[src/rtl/branch_condition_unit_pkg.sv]
// rtl/branch_condition_unit_pkg.sv - shared condition codes, flag bit indices and FSM encoding
// Shared with the ALU and the status register so every block agrees on the
// flag layout and the branch condition numbering.
package branch_condition_unit_pkg;

    // Status register bit positions; bit 5 is reserved and never decoded.
    localparam int FLAG_C    = 0;
    localparam int FLAG_Z    = 1;
    localparam int FLAG_L    = 2;
    localparam int FLAG_F    = 3;
    localparam int FLAG_N    = 4;
    localparam int FLAG_RSVD = 5;

    typedef enum logic [3:0] {
        COND_EQ = 4'd0,
        COND_NE = 4'd1,
        COND_CS = 4'd2,
        COND_CC = 4'd3,
        COND_HI = 4'd4,
        COND_LS = 4'd5,
        COND_GT = 4'd6,
        COND_LE = 4'd7,
        COND_FS = 4'd8,
        COND_FC = 4'd9,
        COND_LO = 4'd10,
        COND_HS = 4'd11,
        COND_LT = 4'd12,
        COND_GE = 4'd13,
        COND_UC = 4'd14,
        COND_NV = 4'd15
    } cond_e;

    // Branch unit FSM encoding.
    localparam logic [1:0] ST_IDLE       = 2'd0;
    localparam logic [1:0] ST_WAIT_FLAGS = 2'd1;
    localparam logic [1:0] ST_RESP       = 2'd2;

endpackage

[src/rtl/branch_condition_unit_if.sv]
// rtl/branch_condition_unit_if.sv - request/response handshake bundle of the branch condition unit
// Request : req_valid, req_ready, req_cond[3:0]
// Response: resp_valid, resp_ready, resp_taken
// master = branch issuer, slave = branch_condition_unit.
interface branch_condition_unit_if;
    logic       req_valid;
    logic       req_ready;
    logic [3:0] req_cond;
    logic       resp_valid;
    logic       resp_ready;
    logic       resp_taken;

    modport master (
        output req_valid, req_cond, resp_ready,
        input  req_ready, resp_valid, resp_taken
    );

    modport slave (
        input  req_valid, req_cond, resp_ready,
        output req_ready, resp_valid, resp_taken
    );
endinterface

[src/rtl/branch_condition_unit_cond_eval.sv]
// rtl/branch_condition_unit_cond_eval.sv - combinational branch condition decode
// Ports: cond[3:0] condition code, flags[5:0] status bits, taken = condition true.
module cond_eval
    import branch_condition_unit_pkg::*;
(
    input  logic [3:0] cond,
    input  logic [5:0] flags,
    output logic       taken
);

    logic c, z, l, f, n;
    assign c = flags[FLAG_C];
    assign z = flags[FLAG_Z];
    assign l = flags[FLAG_L];
    assign f = flags[FLAG_F];
    assign n = flags[FLAG_N];

    // Reserved bit has no meaning for any condition.
    logic unused_rsvd;
    assign unused_rsvd = flags[FLAG_RSVD];

    always_comb begin
        taken = 1'b0;
        case (cond)
            COND_EQ: taken = z;
            COND_NE: taken = !z;
            COND_CS: taken = c;
            COND_CC: taken = !c;
            COND_HI: taken = l;
            COND_LS: taken = !l;
            COND_GT: taken = n;
            COND_LE: taken = !n;
            COND_FS: taken = f;
            COND_FC: taken = !f;
            COND_LO: taken = !l && !z;
            COND_HS: taken = l || z;
            COND_LT: taken = !n && !z;
            COND_GE: taken = n || z;
            COND_UC: taken = 1'b1;
            default: taken = 1'b0;
        endcase
    end

endmodule

[src/rtl/branch_condition_unit.sv]
// rtl/branch_condition_unit.sv - branch condition evaluator with flag interlock and taken counter
// Ports: clock, reset_n (async active-low), flags/flags_next[5:0], flags_we,
//        flags_pending, count_clr, taken_count[7:0], bus (slave handshake).
// Option: FLAG_FORWARD_EN forwards flags_next while a status write is landing.
module branch_condition_unit
    import branch_condition_unit_pkg::*;
(
    input  logic                  clock,
    input  logic                  reset_n,
    input  logic [5:0]            flags,
    input  logic [5:0]            flags_next,
    input  logic                  flags_we,
    input  logic                  flags_pending,
    input  logic                  count_clr,
    output logic [7:0]            taken_count,
    branch_condition_unit_if.slave bus
);

    logic [1:0] state_q, state_d;
    logic [3:0] cond_q, cond_d;
    logic       taken_q, taken_d;
    logic [7:0] count_q, count_d;

    logic [3:0] eval_cond;
    logic [5:0] eval_flags;
    logic       eval_taken;

    cond_eval u_cond_eval (
        .cond  (eval_cond),
        .flags (eval_flags),
        .taken (eval_taken)
    );

`ifndef FLAG_FORWARD_EN
    logic unused_flags_next;
    assign unused_flags_next = &{1'b0, flags_next};
`endif

    always_comb begin
        state_d    = state_q;
        cond_d     = cond_q;
        taken_d    = taken_q;
        eval_cond  = cond_q;
        eval_flags = flags;
        case (state_q)
            ST_IDLE: begin
                // Evaluate the incoming code directly so a clean accept
                // responds one cycle later without a detour through cond_q.
                eval_cond = bus.req_cond;
                if (bus.req_valid) begin
                    cond_d = bus.req_cond;
                    if (!flags_pending && !flags_we) begin
                        taken_d = eval_taken;
                        state_d = ST_RESP;
                    end
`ifdef FLAG_FORWARD_EN
                    else if (!flags_pending) begin
                        eval_flags = flags_next;
                        taken_d    = eval_taken;
                        state_d    = ST_RESP;
                    end
`endif
                    else begin
                        state_d = ST_WAIT_FLAGS;
                    end
                end
            end
            ST_WAIT_FLAGS: begin
                if (!flags_pending && !flags_we) begin
                    taken_d = eval_taken;
                    state_d = ST_RESP;
                end
`ifdef FLAG_FORWARD_EN
                else if (!flags_pending) begin
                    eval_flags = flags_next;
                    taken_d    = eval_taken;
                    state_d    = ST_RESP;
                end
`endif
            end
            ST_RESP: begin
                // taken_q is only written outside RESP, so it cannot move
                // while the response is being offered.
                if (bus.resp_ready) begin
                    state_d = ST_IDLE;
                end
            end
            default: state_d = ST_IDLE;
        endcase
    end

    always_comb begin
        count_d = count_q;
        if (count_clr) begin
            count_d = 8'd0;
        end else if (state_q == ST_RESP && bus.resp_ready && taken_q && count_q != 8'hFF) begin
            count_d = count_q + 8'd1;
        end
    end

    always_ff @(posedge clock or negedge reset_n) begin
        if (!reset_n) begin
            state_q <= ST_IDLE;
            cond_q  <= 4'd0;
            taken_q <= 1'b0;
            count_q <= 8'd0;
        end else begin
            state_q <= state_d;
            cond_q  <= cond_d;
            taken_q <= taken_d;
            count_q <= count_d;
        end
    end

    assign bus.req_ready  = (state_q == ST_IDLE);
    assign bus.resp_valid = (state_q == ST_RESP);
    assign bus.resp_taken = taken_q;
    assign taken_count    = count_q;

endmodule

[src/flat_wrapper.sv]
// flat-port wrapper written by rule: the top's interface ports become plain ports
module branch_condition_unit_flat import branch_condition_unit_pkg::*;
  (clock, reset_n, flags, flags_next, flags_we, flags_pending, count_clr, taken_count, bus_req_valid, bus_req_cond, bus_resp_ready, bus_req_ready, bus_resp_valid, bus_resp_taken);
  branch_condition_unit_if bus_i ();
  input  logic clock;
  input  logic reset_n;
  input  logic [5:0] flags;
  input  logic [5:0] flags_next;
  input  logic flags_we;
  input  logic flags_pending;
  input  logic count_clr;
  output logic [7:0] taken_count;
  input wire logic [$bits(bus_i.req_valid)-1:0] bus_req_valid;
  input wire logic [$bits(bus_i.req_cond)-1:0] bus_req_cond;
  input wire logic [$bits(bus_i.resp_ready)-1:0] bus_resp_ready;
  output wire logic [$bits(bus_i.req_ready)-1:0] bus_req_ready;
  output wire logic [$bits(bus_i.resp_valid)-1:0] bus_resp_valid;
  output wire logic [$bits(bus_i.resp_taken)-1:0] bus_resp_taken;
  assign bus_i.req_valid = bus_req_valid;
  assign bus_i.req_cond = bus_req_cond;
  assign bus_i.resp_ready = bus_resp_ready;
  assign bus_req_ready = bus_i.req_ready;
  assign bus_resp_valid = bus_i.resp_valid;
  assign bus_resp_taken = bus_i.resp_taken;
  branch_condition_unit u_core (.clock(clock), .reset_n(reset_n), .flags(flags), .flags_next(flags_next), .flags_we(flags_we), .flags_pending(flags_pending), .count_clr(count_clr), .taken_count(taken_count), .bus(bus_i));
endmodule
[config.mk]
export PLATFORM = sky130hd
export DESIGN_NAME = branch_condition_unit_flat
export DESIGN_NICKNAME = d
export VERILOG_FILES = /design/src/rtl/branch_condition_unit_pkg.sv /design/src/rtl/branch_condition_unit_if.sv /design/src/rtl/branch_condition_unit_cond_eval.sv /design/src/rtl/branch_condition_unit.sv /design/src/flat_wrapper.sv
export SDC_FILE = /design/constraint.sdc
export NUM_CORES = 1
export LEC_CHECK = 0
export CELL_PAD_IN_SITES_DETAIL_PLACEMENT = 1
export CELL_PAD_IN_SITES_GLOBAL_PLACEMENT = 1
export CORE_MARGIN = 1.5
export CORE_UTILIZATION = 49
export DETAILED_ROUTE_END_ITERATION = 16
export DONT_BUFFER_PORTS = 1
export PLACE_DENSITY = 0.87
export SYNTH_ARGS = -nofsm -noshare
export SYNTH_HDL_FRONTEND = slang
export SYNTH_SLANG_ARGS = --single-unit
[constraint.sdc]
create_clock -name clock -period 2.9 [get_ports clock]
set_input_delay 0.435 -clock clock [delete_from_list [all_inputs] [get_ports clock]]
set_output_delay 0.435 -clock clock [all_outputs]
set_load 0.01 [all_outputs]
# --- Word level (Yosys, flattened, before mapping) ---
# Index checks and enable logic that the tools add are counted.
totals:
  regBits: 15
  inputBits: 23
  out_inout_bits: 11
  elab_cells: 59
classes:
  n_addsub: 1
  eq_ne: 20
  n_mux: 12
  reduce_logical: 22
op_table:
  columns: ["operator", "n"]
  rows:
  - ["equality test 4 bit (second input constant)", 7]
  - ["equality test 4 x 3 -> 1 bit (second input constant)", 4]
  - ["two-way mux 8 bit", 2]
  - ["one-hot mux 1 bit (15 select lines)", 1]
  - ["adder 8 x 1 -> 8 bit (second input constant)", 1]
  - ["equality test 4 x 2 -> 1 bit (second input constant)", 2]
  - ["two-way mux 2 bit", 4]
  - ["!= test 8 bit (second input constant)", 1]
  - ["zero test 1 bit", 7]
  - ["logical AND 1 bit", 6]
  - ["one-hot mux 2 bit (3 select lines)", 1]
  - ["equality test 4 x 1 -> 1 bit (second input constant)", 1]
  - ["zero test 4 bit", 1]
  - ["two-way mux 4 bit", 1]
  - ["!= test 2 bit (second input constant)", 2]
  - ["AND reduction 2 bit", 2]
  - ["nonzero test 2 bit", 2]
  - ["AND reduction 3 bit", 1]
  - ["equality test 2 x 1 -> 1 bit (second input constant)", 1]
  - ["equality test 2 bit (second input constant)", 1]
  - ["zero test 2 bit", 1]
  - ["logical OR 1 bit", 2]
  - ["two-way mux 1 bit", 2]
  - ["!= test 2 x 1 -> 1 bit (second input constant)", 1]
  - ["one-hot mux 1 bit (2 select lines)", 1]

# --- Logic depth before layout (Yosys ltp) ---
# Gate-level depths: netlist of the first run.
logic_depth:
  depth_word: 7
  mapped_depth: 7
  depth_no_buf: 7

# --- By module ---
# A second synthesis of the first run with hierarchy kept.
hier_totals:
  cells_unflattened: 96
  area_unflattened_um2: 952.2
modules_own_cells:
  columns: ["mod", "instances", "cells_per_inst", "area_per_inst_um2", "seq_area_each_um2"]
  rows:
  - ["branch_condition_unit", 1, 71, 772.0, 375.4]
  - ["cond_eval", 1, 25, 180.2, 0.0]

# --- Worst setup path after synthesis of the first run ---
# Ideal clock, no wire load.
synth_timing:
  kind: "register to register"
  startpoint: "reg u_core.state_q[0]"
  endpoint: "reg u_core.taken_q (netlist: u_core.bus.resp_taken)"
  setup_ns: 0.138
  arrival_time_ns: 1.828
  required_ns: 2.762
  slack_ns: 0.934
  path_stages_with_launch: 8
  n_path_buf: 1
  period_less_slack_ns: 1.966
  path_cell_list: "dfrtp_1 or2_4 buf_6 mux2i_2 mux2i_1 o32ai_1 a2111oi_2 a211oi_2"
synth_via:
  elab_chain_len: 7
  word_cells_on_any_way: 25
  cone_classes: "16 x eq/ne; 5 x mux; 4 x reduce/logical"
synth_rtl:
  columns: ["element", "line", "source"]
  rows:
  - ["from (decl)", "branch_condition_unit.sv:19", "logic [1:0] state_q, state_d;"]
  - ["from (signal assigned)", "branch_condition_unit.sv:108", "state_q <= state_d;"]
  - ["zero test 2 bit", "branch_condition_unit.sv:45", "case (state_q)"]
  - ["two-way mux 4 bit", "branch_condition_unit.sv:45", null]
  - ["equality test 4 bit, or another cell as far along", "branch_condition_unit_cond_eval.sv:24", "case (cond)"]
  - ["one-hot mux 1 bit (15 select lines)", "branch_condition_unit_cond_eval.sv:24", null]
  - ["two-way mux 1 bit", "branch_condition_unit.sv:52, branch_condition_unit.sv:69", null]
  - ["two-way mux 1 bit", "branch_condition_unit.sv:50", "if (bus.req_valid) begin"]
  - ["one-hot mux 1 bit (2 select lines)", "branch_condition_unit.sv:45", null]
  - ["to (signal assigned)", "branch_condition_unit.sv:110", "taken_q <= taken_d;"]
  - ["to (decl)", "branch_condition_unit.sv:21", "logic taken_q, taken_d;"]
# Parallel ways exist; a longest one is shown, timed or not. The select of a mux whose other input is x is not followed.
# A chain may end at the register's enable or synchronous reset.

# --- Worst setup path after layout of the first run ---
# Same ends and word-level chain as after synthesis.

==> results of run 1 <==
## what timing repair did
action	4_1_cts	5_1_grt
endpoints found under the setup margin	0	0
hold buffers	1	0
hold endpoints to repair	15	0
## Yosys cell counts (2+ instances only)
| cell type | instances | area share, % |
|---|---|---|
| mux2i_2 | 3 | 4.0 |
| xor2_1 | 8 | 6.7 |
| and3_1 | 2 | 1.2 |
| nor3b_1 | 3 | 2.2 |
| nand4_1 | 2 | 1.2 |
| dfrtp_1 | 15 | 36 |
| or3_1 | 2 | 1.2 |
| o21ai_0 | 3 | 1.4 |
| mux2i_1 | 2 | 1.9 |
| buf_1 | 2 | 0.72 |
| a31oi_1 | 3 | 1.8 |
| nand3b_1 | 3 | 2.2 |
| nor3_1 | 6 | 2.9 |
| nor2_1 | 13 | 4.7 |
| inv_1 | 2 | 0.72 |
| nor2b_1 | 2 | 1.2 |
| mux2_2 | 4 | 4.3 |
| xnor2_1 | 4 | 3.4 |
| nand2_1 | 6 | 2.2 |
## area by class of cell
class | count | area share (%)
clock buffers | 4 | 2.405
multi-input cells | 86 | 58.19
inverters | 3 | 1.031
well taps | 27 | 3.093
flip-flops and latches | 15 | 34.36
repair buffers | 1 | 0.9164
## registers in the layout, summed over array words and instances, names as in the netlist
| signal | flops |
|---|---|
| u_core.cond_q | 4 |
| u_core.taken_count | 8 |
| u_core.bus.resp_taken | 1 |
| u_core.state_q | 2 |
## cell families after synthesis
kind of cell,share of synthesized area [%]
AO/OA/AOI/OAI,15.39
XOR/XNOR,10.10
buffers and inverters,2.885
flip-flops,36.06
multiplexers,11.30
AND/OR/NAND/NOR,23.08
adder cells (fa/ha/maj),1.202
## worst paths after layout
kind / end / from
setup / recovery: u_core.bus.resp_taken$_DFFE_PN0P_ / u_core.state_q[0]$_DFFE_PN0P_
hold reg to reg: u_core.cond_q[3]$_DFFE_PN0P_ / u_core.cond_q[3]$_DFFE_PN0P_
setup reg to reg: u_core.bus.resp_taken$_DFFE_PN0P_ / u_core.state_q[0]$_DFFE_PN0P_
min in group asynchronous: u_core.taken_count[4]$_DFFE_PN0P_ / reset_n
max in group asynchronous: u_core.bus.resp_taken$_DFFE_PN0P_ / reset_n
hold / removal: u_core.taken_count[3]$_DFFE_PN0P_ / count_clr
## power breakdown
part	switching (mW)	internal, mW
combinational	0.111	0.101
sequential	0.0477	0.236
clock	0.0673	0.0535
## metal layers
metal	part of all wire, %	vias up	global-route usage (%)
met5	0	-	0
met4	1.5	0	8.571
met3	6.3	4	6.748
met2	49	24	38.06
met1	43	412	31.01
li1	-	398	-
## critical path, stage by stage, from the launching register on
cell,delay [ps]
dfrtp_1,430
or2_4,350
mux2i_2,340
mux2i_1,250
o32ai_1,120
a2111oi_2,380
a211oi_2,110
## through the flow
step,instance area [um2],worst slack [ps],std cells
after floorplan,1041,933.7,107
after global placement,1056,857.3,131
after detailed placement,1056,819.0,131
after CTS,1092,794.4,136
after global routing,1092,619.6,136
final,1092,789.2,136
==> reports/metrics.cfg, run 1 <==
[floorplan]
rows=16
dieWidth_um=49.09
initial_core_util_pct=52.53
die_area_um2=2410
ios=34
core_um2=1982
die_y_um=49.09

[worst_setup_path]
end_kind=register
worstSetupPathType=register to register
cp_max_fo=12
arrival_ps=2270
r2r_slack_ps=790
reg2reg_depth=6
worstPathRequired_ps=3060
cp-start-kind=register

[power_and_ir_drop]
peakVddDrop_uv=319.6
power_mw=0.6175
power_density_nw_per_um2=565.3
power_leakage_nw=0.4287

[logic_synthesis]
ys_warn_count=0
synth_edf_count=0
syn_area_per_cell_um2=9.729
synthFlopType=dfrtp_1
syn_inst=107
synth_area_um2=1041
synth_cell_types=41
ys_ff_latch=15
ys_seq_area_share_pct=36.06
syn_nets=131
async_flop_share_pct=100.0

[clock_tree]
cts_tree=yes
cts_setup_buffers=0
path_clk_slew_ps=90
cts-root-buf=clkbuf_4
clock_latency_ps=290
clk_path_buf_depth=2
cts_resized=0
numCtsBuffers=3
cts_max_level=1
clock_sinks=15

[placement]
gp_congestion=0.8124
hpwlAfterDp_um=1974
portBuffers=0

[finish]
layout_common_cells=dfrtp_1, nor2_1, xor2_1
fillers=231
multi_input_area_um2=635.6
final_common_cell=dfrtp_1
final_nets=134
seq_area_um2=375.4
area_growth_pct=4.928
layout-drive-gt1-share_pct=13.76
final_core_util_pct=55.11
n_antenna_cell=0

[route]
drc_errors=0
finalWirelength_um=2520
ant_nets=0
vias=838
first_pass_iters=4
avgViaCountPerCell=6.162
routedWlPerCell_um=18.53
drtIter0Drc=13

[grt]
antenna_found_initial=0
overflow=0
grt_pass1_vias=882
grt_max_degree=16
grt_pass1_wl_um=4291
grt_usage_pct=23.93

[timing]
rsz0062_at_grt=false
drv_slew=0
whs_ps=197.7
finClkSkew_ps=2.437
setup_viol_count_final=0
max-slew-margin-rel_pct=55.31
fin_setup_tns_ps=0
period_share_pct=72.79
min_period_ps=2111
worst_pin_slew_ps=668.1
hold_violations=0
fmax_mhz=473.8

[run_status]
outcome=complete, no violations

[worst_hold_path]
hold_depth=1
min_path_type=input port to register

[run]
cap_violations=0

Power figures use the tool's default switching activity.
==> run 2, diff against run 1 <==
- CORE_UTILIZATION: 49 -> 45
- PLACE_DENSITY: 0.87 -> 0.81
- clock period: 2.9 -> 2.1 ns (I/O delays scaled with it)
==> run 2 against run 1 <==
Against the previous run: flip-flop and latch count unchanged; clock-buffer cell count down 1; die area rose by 8.3%; cell area rose by 3.8%; worst hold slack got worse by 120 ps; first-iteration DRC count down 31%; total power increased by 41%; fmax increased by 9.7%; critical path type unchanged.
==> reports/metrics.cfg, run 2 (synthesis results as in run 1) <==
[worst_setup_path]
worstPathCellList=or2_4 -> mux2i_2 -> buf_4 -> xor2_1 -> o32ai_1 -> a2111oi_2 -> a211oi_2
r2r_slack_ps=180  ; -610 ps
worstSetupPathType=register to register
end_kind=register
worstPathRequired_ps=2250  ; -810 ps
cpLargestDelayFamily=compound AO/OA/AOI/OAI gates
cp_max_fo=12  ; unchanged
arrival_ps=2070  ; -200 ps
cpMaxStageDelayCell=dfrtp_1
cp-start-kind=register
cp_slowest_stage_delay_ps=380  ; -50 ps
cp.buffers_inverters=1  ; +1

[finish]
final_common_cell=dfrtp_1
layout-drive-gt1-share_pct=17.70  ; +3.9 points
layout_common_cells=dfrtp_1, nor2_1, xor2_1
final_core_util_pct=51.74  ; -3.4 points
largest_register_ffs=8  ; unchanged
multi_input_area_um2=644.4  ; +1.4%
finalNonFillerCells=141  ; +3.7%
fillers=257  ; +11%
final_nets=138  ; +3.0%
seq_area_um2=375.4  ; unchanged
area_growth_pct=8.895
n_antenna_cell=0  ; unchanged

[placement]
placedCellCount=136  ; +3.8%
gp_congestion=0.7512  ; -7.5%
portBuffers=0  ; unchanged
hpwlAfterDp_um=1908  ; -3.4%

[clock_tree]
clock_sinks=15  ; unchanged
cts_max_level=1  ; unchanged
clk_path_buf_depth=2  ; unchanged
cts_tree=yes
clock_latency_ps=280  ; about the same
path_clk_slew_ps=100  ; about the same
numCtsBuffers=3  ; unchanged
cts-root-buf=clkbuf_4

[route]
routedWlPerCell_um=17.13  ; -7.6%
route.met2.wl_um=1182  ; -4.1%
highest_layer=met4
drtIter0Drc=9  ; -4
wl_met3_um=124  ; -22%
met1_length_um=1096  ; +0.55%
drc_errors=0  ; unchanged
first_pass_iters=4  ; unchanged
finalWirelength_um=2415  ; -4.2%
ant_nets=0  ; unchanged
avgViaCountPerCell=6.028  ; -2.2%
vias=850  ; +1.4%

[grt]
grt_max_degree=16  ; unchanged
grt_pass1_wl_um=4050  ; -5.6%
grt_pass1_vias=865  ; -1.9%
grt_usage_pct=21.16  ; -2.8 points
antenna_found_initial=0  ; unchanged
overflow=0  ; unchanged

[floorplan]
rows=17  ; +1
dieWidth_um=51.10  ; +4.1%
ios=34  ; unchanged
die_y_um=51.10  ; +4.1%
initial_core_util_pct=47.52  ; -5.0 points
core_um2=2191  ; +11%
die_area_um2=2611  ; +8.3%

[timing]
period_share_pct=91.62  ; +19 points
setup_viol_count_final=0  ; unchanged
max-slew-margin-rel_pct=55.88  ; +0.57 points
hold_violations=0  ; unchanged
rsz0062_at_grt=false
finClkSkew_ps=11.49  ; +9.055 ps
fin_setup_tns_ps=0  ; unchanged
worst_pin_slew_ps=659.7  ; -8.452 ps
whs_ps=77.08  ; -120.6 ps
min_period_ps=1924  ; -186.8 ps
fmax_mhz=519.8  ; +9.7%
drv_slew=0  ; unchanged

[power_and_ir_drop]
power.switching_mw=0.3165  ; +40%
switching_share_pct=36.31  ; -0.37 points
p_int_mw=0.5552  ; +42%
power_density_nw_per_um2=769.0  ; +36%
seq_power_share_pct=44.5  ; -1.5 points
pwr-share-clk_pct=18.9  ; -0.7 points
pwr-share-comb_pct=36.7  ; +2.3 points
power_leakage_nw=0.4535  ; +5.8%
peakVddDrop_uv=528.0  ; +65%

[run]
cap_violations=0  ; unchanged

[worst_hold_path]
min_path_type=input port to register

[run_status]
outcome=complete, no violations

==> run 2: changes by cell type in the layout (fill, tap and decap cells not counted) <==
cell      previous run  this run
buf_4                0         4
clkbuf_1             1         0
clkinv_2             0         1
mux2i_2              3         2
mux2i_4              0         1
==> run 2: cell type report <==
cell class              instances  area share [%]
well taps                      28           3.091
repair buffers                  5           3.532
flip-flops and latches         15           33.11
multi-input cells              86           56.84
clock inverters                 1          0.4415
clock buffers                   3           1.987
inverters                       3          0.9934
==> run 2: power groups by stage <==
stage / Sequential, mW / Combinational [mW] / Clock (mW)
after floorplan: 0.379 / 0.252 / 0
after global placement: 0.389 / 0.293 / 0
after detailed placement: 0.393 / 0.305 / 0
after CTS: 0.387 / 0.315 / 0.169
after global routing: 0.399 / 0.352 / 0.184
final: 0.388 / 0.320 / 0.164
==> run 2: stage by stage <==
stage	instance area (um2)	worst slack, ps	power (mW)
3_3_place_gp	1087	131.6	0.6826
3_5_place_dp	1087	42.48	0.6982
2_1_floorplan	1041	133.7	0.6317
4_1_cts	1125	12.36	0.8703
6_report	1134	176.0	0.8717
5_1_grt	1134	60.25	0.9352
==> run 2: worst paths after layout <==
kind,start,endpoint,depth (start not counted)
setup / recovery,u_core.state_q[1]$_DFFE_PN0P_,u_core.bus.resp_taken$_DFFE_PN0P_,7
max in group asynchronous,reset_n,u_core.cond_q[2]$_DFFE_PN0P_,1
setup reg to reg,u_core.state_q[1]$_DFFE_PN0P_,u_core.bus.resp_taken$_DFFE_PN0P_,7
hold reg to reg,u_core.cond_q[0]$_DFFE_PN0P_,u_core.cond_q[0]$_DFFE_PN0P_,1
min in group asynchronous,reset_n,u_core.taken_count[5]$_DFFE_PN0P_,1
hold / removal,count_clr,u_core.taken_count[3]$_DFFE_PN0P_,1
==> run 2: layer usage <==
metal | up-vias | GRT usage, %
met2 | 25 | 33.33
li1 | 405 | -
met5 | - | 0
met4 | 0 | 5.405
met1 | 418 | 29.11
met3 | 2 | 5.263
==> run 2: timing repair <==
| item | in CTS | in global routing |
|---|---|---|
| setup buffers | 0 | 0 |
| gates resized for setup | 0 | 1 |
| hold buffers | 1 | 0 |
| endpoints found under the hold margin | 15 | 0 |
| endpoints found under the setup margin | 0 | 1 |
==> run 3, diff against run 2 <==
- SKIP_CTS_REPAIR_TIMING: unset -> 1
==> run 3 against run 2 <==
Against the previous run: clock skew is 0.92 ps higher; flip-flop and latch count is the same; clock-buffer cell count unchanged; worst hold slack is essentially flat; combinational power hardly changed; global-route usage decreased by 0.063 points; total power decreased by 0.12%; critical endpoint unchanged; largest power group unchanged; first-iteration DRC count unchanged.
==> reports/metrics.cfg, run 3 (synthesis results as in run 1) <==
[run_status]
outcome=complete, no violations

[timing]
min_period_ps=1923  ; -1.207 ps
fin_ws_ps=177.2  ; +1.207 ps
fin_setup_tns_ps=0  ; unchanged
setup_viol_count_final=0  ; unchanged
hold_violations=0  ; unchanged
rsz0062_at_grt=false
fmax_mhz=520.1  ; about the same
worst_pin_slew_ps=668.1  ; +8.402 ps
whs_ps=76.90  ; -0.1839 ps
drv_slew=0  ; unchanged
max-slew-margin-rel_pct=55.32  ; -0.56 points
period_share_pct=91.56  ; about the same
finClkSkew_ps=12.42  ; +0.9239 ps

[placement]
dp_slack_ps=42.48  ; unchanged
portBuffers=0  ; unchanged
placedCellCount=136  ; unchanged
hpwlAfterDp_um=1908  ; unchanged
gp_congestion=0.7512  ; unchanged

[grt]
grt_usage_pct=21.10  ; -0.063 points
grt_pass1_vias=860  ; -0.58%
overflow=0  ; unchanged
grt_max_degree=16  ; unchanged
met2_usage_pct=33.33  ; unchanged
use_met3_pct=5.263  ; unchanged
antenna_found_initial=0  ; unchanged
grt.busiest_layer=met2
met1_usage_pct=28.92  ; -0.19 points
grt_pass1_wl_um=4036  ; -0.35%

[worst_setup_path]
cpMaxStageDelayCell=dfrtp_1
cp-endpoint=u_core.bus.resp_taken$_DFFE_PN0P_
r2r_slack_ps=180  ; about the same
worstPathCellList=or2_4 -> mux2i_2 -> buf_4 -> xor2_1 -> o32ai_1 -> a2111oi_2 -> a211oi_2
cp.depth=7  ; unchanged
reg2reg_from=u_core.state_q[1]$_DFFE_PN0P_
worstSetupPathType=register to register
cp_max_fo=12  ; unchanged
cp.buffers_inverters=1  ; unchanged
cpLargestDelayFamily=compound AO/OA/AOI/OAI gates
crit_start=u_core.state_q[1]$_DFFE_PN0P_
worstReg2RegEnd=u_core.bus.resp_taken$_DFFE_PN0P_
end_kind=register
arrival_ps=2070  ; about the same
cp_slowest_stage_delay_ps=380  ; about the same
reg2reg_depth=7  ; unchanged
worstPathRequired_ps=2250  ; about the same
cp-start-kind=register

[power_and_ir_drop]
p_int_mw=0.5552  ; about the same
power_density_nw_per_um2=768.1  ; -0.12%
pwr-share-clk_pct=18.8  ; about the same
pwr-share-comb_pct=36.7  ; about the same
power_leakage_nw=0.4535  ; unchanged
power.switching_mw=0.3155  ; -0.32%
switching_share_pct=36.23  ; -0.074 points
seq_power_share_pct=44.5  ; about the same
peakVddDrop_uv=525.6  ; -0.45%

[finish]
final_common_cell=dfrtp_1
fillers=256  ; -0.39%
layout-drive-gt1-share_pct=17.70  ; unchanged
layout_common_cells=dfrtp_1, nor2_1, xor2_1
multi_input_area_um2=644.4  ; unchanged
finalNonFillerCells=141  ; unchanged
area_growth_pct=8.895  ; unchanged
n_antenna_cell=0  ; unchanged
final_nets=138  ; unchanged
largest_register_ffs=8  ; unchanged
seq_area_um2=375.4  ; unchanged

[clock_tree]
clock_latency_ps=280  ; about the same
numCtsBuffers=3  ; unchanged
clock_sinks=15  ; unchanged
cts-root-buf=clkbuf_4
path_clk_slew_ps=100  ; about the same
clk_path_buf_depth=2  ; unchanged
cts_max_level=1  ; unchanged
cts_tree=yes

[floorplan]
die_y_um=51.10  ; unchanged
rows=17  ; unchanged
dieWidth_um=51.10  ; unchanged
die_area_um2=2611  ; unchanged
core_um2=2191  ; unchanged
initial_core_util_pct=47.52  ; unchanged
ios=34  ; unchanged

[route]
finalWirelength_um=2395  ; -0.83%
drc_errors=0  ; unchanged
routedWlPerCell_um=16.99  ; -0.83%
vias=845  ; -0.59%
drtIter0Drc=9  ; unchanged
first_pass_iters=4  ; unchanged
ant_nets=0  ; unchanged
avgViaCountPerCell=5.993  ; -0.59%

[worst_hold_path]
worstHoldStart=count_clr
min_path_type=input port to register

[run]
cap_violations=0  ; unchanged

## run 3: power groups by stage
stage                     registers [mW]  clock network, mW  logic, mW
final                              0.387              0.164      0.319
after global routing               0.399              0.184      0.352
after CTS                          0.387              0.169      0.308
after detailed placement           0.393                  0      0.305
after global placement             0.389                  0      0.293
after floorplan                    0.379                  0      0.252
## run 3: worst min path at each step
| stage | endpoint | slack, ps | depth (start not counted) |
|---|---|---|---|
| floorplan | u_core.bus.resp_taken$_DFFE_PN0P_ | 20 | 0 |
| global placement | u_core.taken_count[5]$_DFFE_PN0P_ | 20 | 0 |
| detailed placement | u_core.taken_count[4]$_DFFE_PN0P_ | 20 | 0 |
| CTS | u_core.taken_count[7]$_DFFE_PN0P_ | -300 | 0 |
| global route | u_core.taken_count[3]$_DFFE_PN0P_ | 60 | 1 |
| finish | u_core.taken_count[3]$_DFFE_PN0P_ | 80 | 1 |
## run 3: final cells by class
cell class	count	share of cell area (%)
well taps	28	3.091
flip-flops and latches	15	33.11
clock buffers	3	1.987
clock inverters	1	0.4415
inverters	3	0.9934
repair buffers	5	3.532
multi-input cells	86	56.84
## run 3: stage by stage
step	power [mW]	cell area (um2)	util, %
6_report	0.8707	1134	51.74
3_5_place_dp	0.6982	1087	49.63
3_3_place_gp	0.6826	1087	49.63
4_1_cts	0.8635	1115	50.89
5_1_grt	0.9352	1134	51.74
2_1_floorplan	0.6317	1041	-
## run 3: metal layers
metal | part of all wire (%) | vias up
met3 | 5.5 | 2
li1 | - | 404
met2 | 49 | 25
met4 | 0.50 | 0
met1 | 45 | 414
met5 | 0 | -
